[src/rtl/pipeline_ctrl_pkg.sv]
// Shared types for the pipeline stall/flush/redirect sequencer.
// Holds the FSM and cause encodings and the packed per-register control vector.
package pipeline_ctrl_pkg;

  localparam int XLEN_DEF  = 32;
  localparam int CNT_W_DEF = 32;

  typedef enum logic [1:0] {
    ST_RUN        = 2'd0,
    ST_REDIR_WAIT = 2'd1,
    ST_TRAP_WAIT  = 2'd2
  } state_e;

  typedef enum logic [2:0] {
    C_NONE     = 3'd0,
    C_TRAP     = 3'd1,
    C_TRAP_MEM = 3'd2,
    C_MEM      = 3'd3,
    C_EX       = 3'd4,
    C_BRANCH   = 3'd5,
    C_LOAD_USE = 3'd6,
    C_IF       = 3'd7
  } cause_e;

  typedef struct packed {
    logic stall_pc;
    logic stall_if_id;
    logic stall_id_ex;
    logic stall_ex_mem;
    logic stall_mem_wb;
    logic flush_if_id;
    logic flush_id_ex;
    logic flush_ex_mem;
    logic flush_mem_wb;
  } pipe_ctl_t;

  localparam int PIPE_CTL_W = $bits(pipe_ctl_t);

  // A bubble overrides a hold on the same register.
  function automatic pipe_ctl_t flush_wins(input pipe_ctl_t c);
    pipe_ctl_t r;
    r = c;
    r.stall_if_id  = c.stall_if_id  & ~c.flush_if_id;
    r.stall_id_ex  = c.stall_id_ex  & ~c.flush_id_ex;
    r.stall_ex_mem = c.stall_ex_mem & ~c.flush_ex_mem;
    r.stall_mem_wb = c.stall_mem_wb & ~c.flush_mem_wb;
    return r;
  endfunction

endpackage

[src/rtl/pipeline_ctrl_prio.sv]
// Combinational priority encoder: hazard causes -> winning cause and stall/flush vector.
// Zero latency; order is trap > mem_busy > ex_busy > branch > load_use > if_busy.
module pipeline_ctrl_prio
  import pipeline_ctrl_pkg::*;
(
  input  logic                  trap_valid_i,
  input  logic                  mem_busy_i,
  input  logic                  ex_busy_i,
  input  logic                  branch_valid_i,
  input  logic                  load_use_i,
  input  logic                  if_busy_i,
  output logic [2:0]            cause_o,
  output logic [PIPE_CTL_W-1:0] ctl_o
);

  pipe_ctl_t ctl;
  cause_e    cause;

  always_comb begin
    ctl   = '0;
    cause = C_NONE;
    if (trap_valid_i) begin
      ctl.flush_if_id  = 1'b1;
      ctl.flush_id_ex  = 1'b1;
      ctl.flush_ex_mem = 1'b1;
      if (mem_busy_i) begin
        // Trap waits for the older LSU access; fetch is frozen meanwhile.
        cause        = C_TRAP_MEM;
        ctl.stall_pc = 1'b1;
      end else begin
        cause = C_TRAP;
      end
    end else if (mem_busy_i) begin
      cause            = C_MEM;
      ctl.stall_pc     = 1'b1;
      ctl.stall_if_id  = 1'b1;
      ctl.stall_id_ex  = 1'b1;
      ctl.stall_ex_mem = 1'b1;
      ctl.flush_mem_wb = 1'b1;
    end else if (ex_busy_i) begin
      cause            = C_EX;
      ctl.stall_pc     = 1'b1;
      ctl.stall_if_id  = 1'b1;
      ctl.stall_id_ex  = 1'b1;
      ctl.flush_ex_mem = 1'b1;
    end else if (branch_valid_i) begin
      cause           = C_BRANCH;
      ctl.flush_if_id = 1'b1;
      ctl.flush_id_ex = 1'b1;
    end else if (load_use_i) begin
      cause           = C_LOAD_USE;
      ctl.stall_pc    = 1'b1;
      ctl.stall_if_id = 1'b1;
      ctl.flush_id_ex = 1'b1;
    end else if (if_busy_i) begin
      cause           = C_IF;
      ctl.stall_pc    = 1'b1;
      ctl.flush_if_id = 1'b1;
    end
  end

  assign cause_o = cause;
  assign ctl_o   = ctl;

endmodule

[src/rtl/pipeline_ctrl.sv]
// Stall/flush/redirect sequencer for the 5-stage core; outputs are combinational, same cycle.
// Redirects blocked by an in-flight fetch or LSU access are parked in pend_pc until it drains.
module pipeline_ctrl
  import pipeline_ctrl_pkg::*;
#(
  parameter int XLEN  = XLEN_DEF,
  parameter int CNT_W = CNT_W_DEF
) (
  input  logic             clk,
  input  logic             rst,
  input  logic             load_use_i,
  input  logic             if_busy_i,
  input  logic             ex_busy_i,
  input  logic             mem_busy_i,
  input  logic             branch_valid_i,
  input  logic [XLEN-1:0]  branch_pc_i,
  input  logic             trap_valid_i,
  input  logic [XLEN-1:0]  trap_pc_i,
  output logic             stall_pc_o,
  output logic             stall_if_id_o,
  output logic             stall_id_ex_o,
  output logic             stall_ex_mem_o,
  output logic             stall_mem_wb_o,
  output logic             flush_if_id_o,
  output logic             flush_id_ex_o,
  output logic             flush_ex_mem_o,
  output logic             flush_mem_wb_o,
  output logic             redirect_valid_o,
  output logic [XLEN-1:0]  redirect_pc_o,
  output logic [CNT_W-1:0] stall_cnt_o
);

  state_e                  state_q, state_d;
  logic [XLEN-1:0]         pend_pc_q, pend_pc_d;
  logic [CNT_W-1:0]        stall_cnt_q, stall_cnt_d;
  logic [2:0]              prio_cause;
  logic [PIPE_CTL_W-1:0]   prio_ctl;
  pipe_ctl_t               ctl, ctl_out;
  logic                    redir_vld;
  logic [XLEN-1:0]         redir_pc, tw_tgt;

  pipeline_ctrl_prio u_prio (
    .trap_valid_i   (trap_valid_i),
    .mem_busy_i     (mem_busy_i),
    .ex_busy_i      (ex_busy_i),
    .branch_valid_i (branch_valid_i),
    .load_use_i     (load_use_i),
    .if_busy_i      (if_busy_i),
    .cause_o        (prio_cause),
    .ctl_o          (prio_ctl)
  );

  always_comb begin
    state_d   = state_q;
    pend_pc_d = pend_pc_q;
    ctl       = '0;
    redir_vld = 1'b0;
    redir_pc  = '0;
    tw_tgt    = trap_valid_i ? trap_pc_i : pend_pc_q;
    case (state_q)
      ST_RUN: begin
        ctl = pipe_ctl_t'(prio_ctl);
        case (cause_e'(prio_cause))
          C_TRAP: begin
            if (!if_busy_i) begin
              redir_vld = 1'b1;
              redir_pc  = trap_pc_i;
            end else begin
              pend_pc_d = trap_pc_i;
              state_d   = ST_REDIR_WAIT;
            end
          end
          C_TRAP_MEM: begin
            pend_pc_d = trap_pc_i;
            state_d   = ST_TRAP_WAIT;
          end
          C_BRANCH: begin
            if (!if_busy_i) begin
              redir_vld = 1'b1;
              redir_pc  = branch_pc_i;
            end else begin
              pend_pc_d = branch_pc_i;
              state_d   = ST_REDIR_WAIT;
            end
          end
          default: ;
        endcase
      end
      ST_REDIR_WAIT: begin
        // The PC hold is overridden by redirect at the PC register itself.
        ctl.stall_pc    = 1'b1;
        ctl.flush_if_id = 1'b1;
        if (trap_valid_i) begin
          ctl.flush_id_ex  = 1'b1;
          ctl.flush_ex_mem = 1'b1;
          pend_pc_d        = trap_pc_i;
          if (mem_busy_i) begin
            state_d = ST_TRAP_WAIT;
          end else if (!if_busy_i) begin
            redir_vld = 1'b1;
            redir_pc  = trap_pc_i;
            state_d   = ST_RUN;
          end
        end else if (!if_busy_i) begin
          redir_vld = 1'b1;
          redir_pc  = pend_pc_q;
          state_d   = ST_RUN;
        end
      end
      ST_TRAP_WAIT: begin
        ctl.stall_pc     = 1'b1;
        ctl.flush_if_id  = 1'b1;
        ctl.flush_id_ex  = 1'b1;
        ctl.flush_ex_mem = 1'b1;
        pend_pc_d        = tw_tgt;
        if (!mem_busy_i) begin
          ctl.flush_mem_wb = 1'b1;
          if (!if_busy_i) begin
            redir_vld = 1'b1;
            redir_pc  = tw_tgt;
            state_d   = ST_RUN;
          end else begin
            state_d = ST_REDIR_WAIT;
          end
        end
      end
      default: state_d = ST_RUN;
    endcase
  end

  assign ctl_out = rst ? flush_wins(ctl) : '0;

  assign stall_pc_o       = ctl_out.stall_pc;
  assign stall_if_id_o    = ctl_out.stall_if_id;
  assign stall_id_ex_o    = ctl_out.stall_id_ex;
  assign stall_ex_mem_o   = ctl_out.stall_ex_mem;
  assign stall_mem_wb_o   = ctl_out.stall_mem_wb;
  assign flush_if_id_o    = ctl_out.flush_if_id;
  assign flush_id_ex_o    = ctl_out.flush_id_ex;
  assign flush_ex_mem_o   = ctl_out.flush_ex_mem;
  assign flush_mem_wb_o   = ctl_out.flush_mem_wb;
  assign redirect_valid_o = rst & redir_vld;
  assign redirect_pc_o    = redirect_valid_o ? redir_pc : '0;

  assign stall_cnt_d = stall_pc_o ? stall_cnt_q + CNT_W'(1) : stall_cnt_q;
  assign stall_cnt_o = stall_cnt_q;

  always_ff @(posedge clk or negedge rst) begin
    if (!rst) begin
      state_q     <= ST_RUN;
      pend_pc_q   <= '0;
      stall_cnt_q <= '0;
    end else begin
      state_q     <= state_d;
      pend_pc_q   <= pend_pc_d;
      stall_cnt_q <= stall_cnt_d;
    end
  end

endmodule

[config.mk]
export PLATFORM = sky130hd
export DESIGN_NAME = pipeline_ctrl
export DESIGN_NICKNAME = d
export VERILOG_FILES = /design/src/rtl/pipeline_ctrl_pkg.sv /design/src/rtl/pipeline_ctrl_prio.sv /design/src/rtl/pipeline_ctrl.sv
export SDC_FILE = /design/constraint.sdc
export NUM_CORES = 1
export LEC_CHECK = 0
export ABC_AREA = 1
export ABC_CLOCK_PERIOD_IN_PS = 2700
export BUFFER_PORTS_ARGS = -buffer_cell sky130_fd_sc_hd__buf_2
export CORE_MARGIN = 2
export CORE_UTILIZATION = 35
export CTS_CLUSTER_SIZE = 25
export DETAILED_ROUTE_END_ITERATION = 12
export HOLD_SLACK_MARGIN = 0.1
export PLACE_DENSITY = 0.6
export SYNTH_ARGS = -nofsm -noshare
export SYNTH_HDL_FRONTEND = slang
export SYNTH_HIERARCHICAL = 1
export SYNTH_SLANG_ARGS = --single-unit
[constraint.sdc]
create_clock -name clk -period 2.7 [get_ports clk]
set_input_delay 0.135 -clock clk [delete_from_list [all_inputs] [get_ports clk]]
set_output_delay 0.135 -clock clk [all_outputs]
set_load 0.02 [all_outputs]
==> metrics.log <==
INFO  metric outcome = finished clean
INFO  metric full_die_area = 0.0169 mm2
INFO  metric synth_seq_cells = 66
INFO  metric power_density = 774 mW/mm2
INFO  metric dominant_combinational_cell_family_by_area_after_synthesis = simple AND/OR/NAND/NOR gates
INFO  metric tritoncts = done
INFO  metric die_h = roughly 130 um
INFO  metric critPathSlowestCell = sky130_fd_sc_hd__dfrtp_1
INFO  metric clkSlewWorstSetupHoldPaths = about 0.060 ns
INFO  metric crit_buf_inv = 5
INFO  metric synthTopCellsByArea = sky130_fd_sc_hd__dfrtp_1 (30%), sky130_fd_sc_hd__nand2_1 (20%), sky130_fd_sc_hd__nor2_1 (8.2%)
INFO  metric cts_max_level = 3
INFO  metric areaGrowthSynthToFinish = 22.7%
INFO  metric post_layout_nonfiller_instances = 1,284
INFO  metric finalMaxSlewViolations = 0
INFO  metric yosysMostFrequentCell = sky130_fd_sc_hd__nand2_1
INFO  metric synthSimpleGateAreaFrac = 37.4%
INFO  metric detail-route-antenna-nets = 0
INFO  metric core-area = 0.0157 mm2
INFO  metric final_core_util = about 43%
INFO  metric fp.dieW = 130 um
INFO  metric gp_congestion = 0.836
INFO  metric synth-seq-area-share = 29.7%
INFO  metric setup_violations = 0
INFO  metric yosysUniqueCellTypes = 31
INFO  metric synth_compound_area_share = 16.4%
INFO  metric vdd.ir_drop.worst = roughly 530 uV
INFO  metric routed_wl = 16.3 mm
INFO  metric cp.required = roughly 2.6 ns
INFO  metric startpoint_class = register
INFO  metric net-switching-power = 2.34 mW
INFO  metric drt_pass1_iterations = 5
INFO  metric timing.setup.tns = 0 ns
INFO  metric crit_path_cell_trace = inv_1 > ha_2 > inv_1 > nor2_2 > nand2_2 > clkinv_2 > buf_4 > nand2_1 > a21oi_1 > buf_2
INFO  metric avgRoutedWirePerCell = 12.7 um
INFO  metric globalRouteOverflowTotal = 0
INFO  metric syn_inst = 932
INFO  metric timing.hold.worst.class = input port to register
INFO  metric muxShareOfSynthArea = 0%
INFO  metric synth_warnings = 6
INFO  metric clock-skew-final = 0.00904 ns
INFO  metric timing.critical_path.fanout_max = 18
INFO  metric pre_cts_ws = 0.423 ns
INFO  metric syn-cell-area = 0.00557 mm2
INFO  metric max_stage_delay_on_crit_path = 0.42 ns
INFO  metric synthTopCellsByCount = sky130_fd_sc_hd__nand2_1 (302), sky130_fd_sc_hd__nor2_1 (122), sky130_fd_sc_hd__inv_1 (115), sky130_fd_sc_hd__o21ai_0 (86)
INFO  metric largest_net_degree_at_the_start_of_global_routing = 42
INFO  metric clock_power_share = 23.6%
INFO  metric grt_setup_unrepaired = false
INFO  metric drv.max_cap_violation_count = 0
INFO  metric pin_count = around 150
INFO  metric maxClockFrequency = 405 MHz
INFO  metric yosys.area.top_type_share = 29.7%
INFO  metric first_global_vias = between 5,000 and 6,000
INFO  metric post-route-worst-setup-slack = 0.231 ns
INFO  metric internal-power = 2.95 mW
INFO  metric clk_path_buf_depth = 2
INFO  metric number_of_antenna_violations_at_the_first_check_in_global_routing = 2
INFO  metric critPathMostFrequentCell = sky130_fd_sc_hd__inv_1
INFO  metric synth_fa_ha_area_share = 1.12%
INFO  metric synth.avg_cell_area = approximately 6.0 um2
INFO  metric p_leak = 3.58 nW
INFO  metric cts_buffers = 9
INFO  metric layout_worst_path_cycle_share = 91.4%
INFO  metric drive_gt1_share = 19.7%
INFO  metric detail_route.drc_violations = 0
INFO  metric clk_root_buffer_cell = sky130_fd_sc_hd__clkbuf_16
INFO  metric p_seq_share = 28.6%
INFO  metric hpwl = 11.9 mm
INFO  metric swShare = approximately 44%
INFO  metric floorplan.initialDensity = 35.4%
INFO  metric dp_cells = 1,265
INFO  metric core.rowCount = 46
INFO  metric timing.setup.critical_path_class = register to output port
INFO  metric power.share.combinational = 47.8%
INFO  metric drt-initial-drc-count = 303
INFO  metric period_minus_slack = 2.47 ns
INFO  metric share_of_flip_flops_with_an_asynchronous_set_or_reset = 100%
INFO  metric multi_input_comb_area = ~0.0032 mm2
INFO  metric final.fill_count = 1,705
INFO  metric synth_xor_area_share = 3.30%
INFO  metric first_pass_grt_wire_length = approximately 27 mm
INFO  metric finish.net_count = approximately 1,100
INFO  metric final-hold-violation-count = 0
INFO  metric ys_dominant_reg_cell = sky130_fd_sc_hd__dfrtp_1
INFO  metric num_vias = 5,996
INFO  metric synth.net_count = 1,009
INFO  metric global_route.usage.total = 19.6%
INFO  metric cp.arrival = 2.33 ns
INFO  metric area.sequential = 0.00165 mm2
INFO  metric crit_family = buffers and inverters
INFO  metric hold_slack = 0.166 ns
INFO  metric number_of_enable_flip_flop_cells_after_synthesis = 0
INFO  metric endpoint_class_of_the_critical_path = output port
INFO  metric vias_per_cell = 4.67
INFO  metric count_of_buffers_from_port_buffering = 144
INFO  metric clkLatencyLatePin = 0.33 ns
INFO  metric clock_net_sink_count = 66
INFO  metric post-synth-top-area-cell = sky130_fd_sc_hd__dfrtp_1
[through the flow]
stage               total power [mW]  cell area [um2]
detailed placement              4.06             6490
finish                          5.29             6830
global placement                4.03             6490
global route                    5.80             6830
CTS                             5.34             6820
floorplan                       3.39             5570
[cells in the final DEF (no fill, tap or decap), types with 2 or more instances in the layout]
cell and instances:
sky130_fd_sc_hd__xnor2_1 12, sky130_fd_sc_hd__o21ai_0 86, sky130_fd_sc_hd__nor3_1 4, sky130_fd_sc_hd__buf_2 143, sky130_fd_sc_hd__diode_2 2, sky130_fd_sc_hd__nor2_1 122, sky130_fd_sc_hd__nand3_2 3, sky130_fd_sc_hd__nor2_4 5
sky130_fd_sc_hd__o211ai_1 2, sky130_fd_sc_hd__nor2_2 5, sky130_fd_sc_hd__clkbuf_16 9, sky130_fd_sc_hd__nand3b_1 3, sky130_fd_sc_hd__o21ai_1 24, sky130_fd_sc_hd__nand2_2 7, sky130_fd_sc_hd__buf_12 2, sky130_fd_sc_hd__inv_2 5
sky130_fd_sc_hd__a21oi_1 66, sky130_fd_sc_hd__dfrtp_1 66, sky130_fd_sc_hd__nand4_1 11, sky130_fd_sc_hd__clkinvlp_4 2, sky130_fd_sc_hd__nor2_8 2, sky130_fd_sc_hd__bufinv_16 2, sky130_fd_sc_hd__clkinv_2 3, sky130_fd_sc_hd__nand3_1 27
sky130_fd_sc_hd__ha_1 4, sky130_fd_sc_hd__buf_4 16, sky130_fd_sc_hd__inv_1 115, sky130_fd_sc_hd__xor2_1 9, sky130_fd_sc_hd__nand2_1 302
[what timing repair did]
action,4_1_cts,5_1_grt
setup buffers,0,0
hold endpoints to repair,66,0
gates resized for setup,0,2
setup endpoints to repair,0,26
hold buffers,1,0
[cell families (layout without fill, tap and decap cells)]
family	Yosys count	count (layout)
AND/OR/NAND/NOR	494	494
AO/OA/AOI/OAI	180	180
buffers and inverters	165	299
flip-flops	66	66
XOR/XNOR	21	21
adder cells (fa/ha/maj)	5	5
other	1	3
[state kept, by name (all words and copies together), names as in the netlist]
register     count
pend_pc_q       32
stall_cnt_o     32
state_q          2
[path summary, 6_finish.rpt]
path / slack [ns] / depth (start not counted) / start / end
hold / removal: 0.17 / 5 / branch_pc_i[21] / pend_pc_q[21]$_DFFE_PN0P_
setup / recovery: 0.23 / 10 / state_q[1]$_DFFE_PN0P_ / redirect_pc_o[19]
min in group asynchronous: 0.43 / 3 / rst / pend_pc_q[25]$_DFFE_PN0P_
setup reg to reg: 0.66 / 8 / state_q[1]$_DFFE_PN0P_ / stall_cnt_o[16]$_DFFE_PN0P_
hold reg to reg: 0.48 / 2 / pend_pc_q[3]$_DFFE_PN0P_ / pend_pc_q[3]$_DFFE_PN0P_
max in group asynchronous: 1.91 / 3 / rst / stall_cnt_o[19]$_DFFE_PN0P_
[routing by layer]
metal	track usage, %	vias to the layer above	wire (um)
met5	0	-	8
met4	4.93	2	137
met3	4.35	12	1130
met2	32.5	168	7210
met1	25.9	2649	7780
li1	-	3165	-
[tightest hold or removal path, stage by stage]
cell and delay, ns:
sky130_fd_sc_hd__buf_2 0.07, sky130_fd_sc_hd__nand2_1 0.06, sky130_fd_sc_hd__o211ai_1 0.08, sky130_fd_sc_hd__nand3_1 0.07, sky130_fd_sc_hd__nand2_1 0.06
[power groups by stage]
| stage | logic, mW | clock network (mW) | registers, mW |
|---|---|---|---|
| after detailed placement | 2.54 | 0 | 1.52 |
| after global routing | 2.92 | 1.33 | 1.55 |
| final | 2.53 | 1.25 | 1.51 |
| after CTS | 2.54 | 1.29 | 1.51 |
| after global placement | 2.51 | 0 | 1.52 |
| after floorplan | 1.85 | 0 | 1.55 |
[final cells by class]
class / count / area share, %
inverters: 121 / 6.67
flip-flops and latches: 66 / 24.2
clock buffers: 9 / 3.30
repair buffers: 162 / 13.0
multi-input cells: 701 / 47.5
clock inverters: 7 / 1.37
diodes: 2 / 0.0732
well taps: 216 / 3.96
Power figures use the tool's default switching activity.
